File: config.mk
export PLATFORM = sky130hd
export DESIGN_NAME = fir_param
export DESIGN_NICKNAME = d
export VERILOG_FILES = /design/src/rtl/fir_param.sv
export SDC_FILE = /design/constraint.sdc
export NUM_CORES = 2
export LEC_CHECK = 0
export CELL_PAD_IN_SITES_DETAIL_PLACEMENT = 2
export CELL_PAD_IN_SITES_GLOBAL_PLACEMENT = 2
export CORE_MARGIN = 5
export CORE_UTILIZATION = 40
export DETAILED_ROUTE_END_ITERATION = 8
export PLACE_DENSITY = 0.86
export SLEW_MARGIN = 20
export SYNTH_ARGS = -nofsm -noshare
export SYNTH_HDL_FRONTEND = slang
export SYNTH_SLANG_ARGS = --single-unit
File: constraint.sdc
create_clock -name clk -period 14.65 [get_ports clk]
set_clock_uncertainty 0.1 [all_clocks]
set_input_delay 2.93 -clock clk [delete_from_list [all_inputs] [get_ports clk]]
set_output_delay 2.93 -clock clk [all_outputs]
set_load 0.02 [all_outputs]
File: src/rtl/fir_param.sv
// Parametrised, fully pipelined signed direct-form FIR with run-time coefficients,
// a valid-tag pipeline, rounding right-shift and signed output saturation.
module fir_param #(
  parameter int DW    = 8,
  parameter int CW    = 8,
  parameter int TAPS  = 8,
  parameter int OW    = 16,
  parameter int SHIFT = 0,
  localparam int L    = $clog2(TAPS),
  localparam int AKW  = (L > 1) ? L : 1,
  localparam int AW   = DW + CW + L
) (
  input  logic                 clk,
  input  logic                 rst,
  input  logic signed [DW-1:0] in,
  input  logic                 in_valid,
  input  logic                 coef_we,
  input  logic [AKW-1:0]       coef_addr,
  input  logic signed [CW-1:0] coef_din,
  output logic signed [OW-1:0] op,
  output logic                 op_valid,
  output logic                 sat
);

  localparam int EW  = (AW + 1 > OW) ? AW + 1 : OW;
  localparam int RSH = (SHIFT > 0) ? SHIFT - 1 : 0;
  localparam logic [AW:0] RND = (SHIFT > 0) ? ((AW + 1)'(1) << RSH) : '0;
  localparam logic signed [EW-1:0] MAX_V = {{(EW - OW + 1){1'b0}}, {(OW - 1){1'b1}}};
  localparam logic signed [EW-1:0] MIN_V = ~MAX_V;

  logic signed [DW-1:0]    x [TAPS];
  logic signed [CW-1:0]    c [TAPS];
  logic signed [DW+CW-1:0] p [TAPS];
  logic                    x_vld;
  logic [L:0]              vld_sr;
  logic signed [AW-1:0]    acc;

  // NOTE: sequential state is always assigned with <= so every register samples
  // the pre-edge value of its neighbours; with = the delay line would collapse.
  always_ff @(posedge clk or posedge rst) begin
    if (rst) begin
      // NOTE: these arrays are deliberately reset: a mid-stream reset must leave a
      // zeroed history, so they cannot be mapped to reset-less RAM.
      for (int i = 0; i < TAPS; i++) x[i] <= '0;
      x_vld <= 1'b0;
    end else begin
      x_vld <= in_valid;
      if (in_valid) begin
        x[0] <= in;
        for (int i = 1; i < TAPS; i++) x[i] <= x[i-1];
      end
    end
  end

  // Powers up as a pass-through: c[0]=1, all other taps zero.
  always_ff @(posedge clk or posedge rst) begin
    if (rst) begin
      for (int i = 0; i < TAPS; i++) c[i] <= (i == 0) ? CW'(1) : '0;
    end else if (coef_we) begin
      c[coef_addr] <= coef_din;
    end
  end

  always_ff @(posedge clk or posedge rst) begin
    if (rst) begin
      for (int i = 0; i < TAPS; i++) p[i] <= '0;
      vld_sr <= '0;
    end else begin
      for (int i = 0; i < TAPS; i++) p[i] <= c[i] * x[i];
      vld_sr <= {vld_sr[L-1:0], x_vld};
    end
  end

  // Adder tree: level k holds TAPS>>k sums, each one bit wider than its operands.
  for (genvar k = 1; k <= L; k++) begin : g_lvl
    localparam int N = TAPS >> k;
    localparam int W = DW + CW + k;
    logic signed [W-2:0] a [2*N];
    logic signed [W-1:0] s [N];

    if (k == 1) begin : g_src
      assign a = p;
    end else begin : g_src
      assign a = g_lvl[k-1].s;
    end

    always_ff @(posedge clk or posedge rst) begin
      if (rst) begin
        for (int j = 0; j < N; j++) s[j] <= '0;
      end else begin
        for (int j = 0; j < N; j++) s[j] <= W'(a[2*j]) + W'(a[2*j+1]);
      end
    end
  end

  assign acc = g_lvl[L].s[0];

  logic signed [AW:0]    rnd_sum;
  logic signed [AW:0]    r_full;
  logic signed [EW-1:0]  r_ext;
  logic signed [OW-1:0]  op_nxt;
  logic                  sat_nxt;

  // Round-half-up at AW+1 bits so adding the half-LSB can never wrap.
  always_comb begin
    // NOTE: every output of this block gets a default first so no path leaves it
    // unassigned, which would otherwise infer a latch.
    op_nxt  = '0;
    sat_nxt = 1'b0;
    rnd_sum = {acc[AW-1], acc} + RND;
    r_full  = rnd_sum >>> SHIFT;
    r_ext   = EW'(r_full);
    if (r_ext > MAX_V) begin
      op_nxt  = MAX_V[OW-1:0];
      sat_nxt = 1'b1;
    end else if (r_ext < MIN_V) begin
      op_nxt  = MIN_V[OW-1:0];
      sat_nxt = 1'b1;
    end else begin
      op_nxt  = r_ext[OW-1:0];
    end
  end

  always_ff @(posedge clk or posedge rst) begin
    if (rst) begin
      op       <= '0;
      sat      <= 1'b0;
      op_valid <= 1'b0;
    end else begin
      op       <= op_nxt;
      sat      <= sat_nxt;
      op_valid <= vld_sr[L];
    end
  end

endmodule

; After elaboration in Yosys (flattened, before gate mapping)
; Cells that the tools add are included.
[word_totals]
elab_cells = 64
out_inout_bits = 18
reg_bits = 402
input_bits = 23
[classes]
addsub = 7
n_bitwise = 1
n_reduce_logical = 1
magnitude_cmp = 4
mul = 8
muxes = 7
[ops]
columns = op, n
row1 = 8-bit by 8-bit multiplier with 16-bit output, 8
row2 = 16-bit by 16-bit adder with 17-bit output, 4
row3 = 64-bit bitwise mux, 1
row4 = 17-bit by 17-bit adder with 18-bit output, 2
row5 = 16-bit 2-to-1 mux, 2
row6 = 8-bit demux with 3-bit select, 1
row7 = 18-bit by 18-bit adder with 19-bit output, 1
row8 = "19-bit by 16-bit greater-than comparator with 1-bit output, second input constant", 1
row9 = "19-bit by 16-bit less-than comparator with 1-bit output, second input constant", 1
row10 = 8-bit 2-to-1 mux, 1
row11 = "4-bit >= comparator, second input constant", 1
row12 = "4-bit by 1-bit less-than comparator with 1-bit output, second input constant", 1
row13 = 3-bit NOT with 4-bit output, 1
row14 = 1-bit 2-to-1 mux, 2
row15 = 1-bit logical AND, 1

; Depth between registers and ports, before layout
[logic_depth]
depth_word = 6
ltp_mapped = 18

; Worst setup path after synthesis
; OpenSTA, ideal clock, no wires.
[synth_timing]
path_kind = reg2reg
start = register c[7] (netlist bit)
end = register p (netlist bit g_lvl[1].a[15])
path_stages_with_launch = 19
slack_ns = 10.046
setup_ns = 0.124
synth_period_minus_slack_ns = 4.604
path_buffers = 1
arrival_ns = 4.380
required_time_ns = 14.426
cell_sequence = dfrtp_1 > clkbuf_1 > and2_1 > fa_1 > inv_1 > fa_1 > inv_1 > fa_1 > inv_1 > fa_1 > inv_1 > ha_1 > nand2_1 > o211ai_1 > nor3_1 > nor3_1 > a2111oi_0 > a21oi_1 > xnor2_1
[synth_between]
elab_chain_cells = 1
[synth_rtl]
columns = element, line_no
row1 = from (decl), 32  ; logic signed [CW-1:0] c [TAPS];
row2 = "from (signal, indexed assignment)", 60  ; c[coef_addr] <= coef_din;
row3 = 8-bit by 8-bit multiplier with 16-bit output, 69  ; for (int i = 0; i < TAPS; i++) p[i] <= c[i] * x[i];
row4 = to (decl), 33  ; logic signed [DW+CW-1:0] p [TAPS];
; No other way between the ends.
; A chain may end at the register's enable or synchronous reset.

; Final worst setup path
[layout_timing]
start = register x[48] (netlist bit)
end = register p (netlist bit g_lvl[1].a[110])
[layout_between]
elab_chain_cells = 1
[layout_rtl]
columns = element, line_no
row1 = from (decl), 31  ; logic signed [DW-1:0] x [TAPS];
row2 = 8-bit by 8-bit multiplier with 16-bit output, 69
; No other way between the ends.

==> flow_summary.yaml <==
status:
  status: "complete, no violations"
routing:
  first_iter_violations: 1681
  viasPerCell: 5.57
  drc: 0
  first_pass_iters: 5
  drt_wl_total_microns: 135000
  vias: 26900
  ant_nets: 0
  wl_per_cell_microns: 28.0
clock_network:
  post_cts_buffers: 0
  cts_max_level: 2
  postCtsHoldBufs: 0
  worstSkewPairLatency_ns: 0.64
  clock_path_buffers: 3
  cts-root-buf: "clkbuf_16"
  clkSlewWorstSetupHoldPaths_ns: 0.06
  clock-sinks: 402
  cts_resized: 0
  cts_tree: "done"
  numCtsBuffers: 50
setup_path:
  worstReg2RegStart: "x[48]"
  cp_max_fo: 10
  reg2reg_to: "g_lvl[1].a[110]"
  start_kind: "flip-flop"
  crit_arrival_ns: 5.97
  setup.worst_path.start: "x[48]"
  crit_required_ns: 14.92
  worstSetupEndpoint: "g_lvl[1].a[110]"
  end_kind: "flip-flop"
  path_class: "reg -> reg"
  ff2ff_setup_slack_ns: 8.95
  r2r_cells: 17
layout:
  seq_area_sq_mm: 0.0101
  num-nets-final: 4420
  fill_cells: 9335
  areaGrowthSynthToFinish_pct: 9.53
  design_area_sq_mm: 0.0403
  multi_input_area_sq_mm: 0.0239
  drive_gt1_frac: 0.0684
  layout_common_cells: "inv_1 (703), fa_1 (447), dfrtp_1 (401)"
  final_common_cell: "inv_1"
global_routing:
  grt_pass1_wl_microns: 209000
  grt_pass1_vias: 32800
  antenna_found_initial: 9
  grtUsageTotal: 0.278
  grt-ovfl-total: 0
  grt_start_max_net_pins: 99
sta:
  fin_ws_ns: 8.95
  setup_tns_ns: 0
  max_freq_mhz: 175
  final.period_utilization: 0.389
  tightest_slew_ns: 1.15
  rsz0062_at_grt: "no"
  period_needed_ns: 5.70
  maxSlewHeadroom: 0.231
  finalHoldViolations: 0
  maxSlewViolCount: 0
  final-setup-viol-count: 0
synthesis:
  asyncSetResetFlopFracSynth: 1.00
  synth_cell_type_count: 73
  ys.flop_type: "dfrtp_1"
  synth-edff-count: 0
  avgSynthCellArea_sq_um: 10.3
  yosys.area_share.adder: 0.362
  ys_ff_latch: 402
  synth_top_family_by_area: "adder cells"
  synth_seq_area_share: 0.273
  synth-simple-area-share: 0.127
  synth.mux.area_fraction: 0.0424
  syn_area_sq_mm: 0.0368
  synth_compound_area_frac: 0.0689
  ys_warn_count: 0
  netlist_instances: 3556
  synth_xor_area_frac: 0.0495
  synthesis.nets: 4374
placement:
  dp_hpwl_microns: 95200
  port_buffers: 40
  place_ws_ns: 8.43
  place_area_sq_mm: 0.0385
  gp_congestion: 0.810
min_path:
  hold-path-cell-count: 0
  hold_class: "reg -> reg"
flow_run:
  drv_cap: 0
die:
  die_h_microns: 313
  rows: 111
  ioPinCount: 41
  die_w_microns: 313
  die_area_sq_mm: 0.0981
  start_util: 0.402
  core_sq_mm: 0.0915
[logic make-up (layout without fill, tap and decap cells)]
logic type,after synthesis,after routing
other,0,1
adders and majority gates,795,795
xor gates and xnor gates,208,208
and+or+nand+nor,870,870
buffers and inverters,756,841
DFF,402,402
AOI/OAI and AO/OA,386,386
muxes,139,139
[synthesized netlist by cell type (65+ instances only)]
library cell,count,area share
mux2_2,134,0.041
inv_1,704,0.072
fa_1,447,0.24
o21ai_0,65,0.0088
nor2b_1,82,0.014
nand2_1,190,0.019
dfrtp_1,401,0.27
nor2_1,122,0.012
a21oi_1,117,0.016
and2_1,330,0.056
ha_1,348,0.12
xnor2_1,179,0.043
[worst min-delay path by stage]
stage / start / to / slack [ns]
after CTS: vld_sr[2] / vld_sr[3] / 0.26
after floorplan: vld_sr[3] / op_valid / 0.23
final: vld_sr[2] / vld_sr[3] / 0.26
after detailed placement: vld_sr[0] / vld_sr[1] / 0.24
after global routing: vld_sr[2] / vld_sr[3] / 0.27
after global placement: x_vld / vld_sr[0] / 0.23
[area by class of cell]
class,count,area share
Multi-Input combinational cell,2398,0.593
Sequential cell,402,0.250
Inverter,704,0.0658
Tap cell,1186,0.0368
Clock buffer,69,0.0351
Timing Repair Buffer,46,0.0112
Clock inverter,22,0.00842
Antenna cell,1,0.0000621
[per-stage QoR]
stage	utilization	instances	hold slack [ns]
finish	0.440	4828	0.257
global route	0.440	4827	0.268
CTS	0.440	4827	0.260
detailed placement	0.421	4736	0.243
global placement	0.421	4736	0.232
floorplan	-	3556	0.231
[routing by layer]
layer | GRT usage | share of wire
met1 | 0.326 | 0.38
met2 | 0.515 | 0.53
met3 | 0.0359 | 0.041
met4 | 0.109 | 0.044
met5 | 0 | 0.00024
[critical path, stage by stage, from the launching register on]
cell	delay [ns]
dfrtp_1	0.52
and2_1	0.23
ha_1	0.36
fa_1	0.51
ha_1	0.34
inv_1	0.08
fa_1	0.48
inv_1	0.12
ha_1	0.20
inv_1	0.07
fa_1	0.49
nor2b_1	0.18
o21ai_0	0.19
a21boi_0	0.42
o21ai_0	0.20
a21oi_1	0.41
or4_1	0.18
nand4b_1	0.33
[state kept, by name, summed over array words and instances, names as in the netlist]
signal	cells
op	16
x	64
c	64
vld_sr	4
g_lvl.s	104
x_vld	1
acc	19
g_lvl.a	128
op_valid	1
sat	1
Power is not shown: default switching activity piles up to over one toggle a cycle in this logic, so the estimate is an artifact.
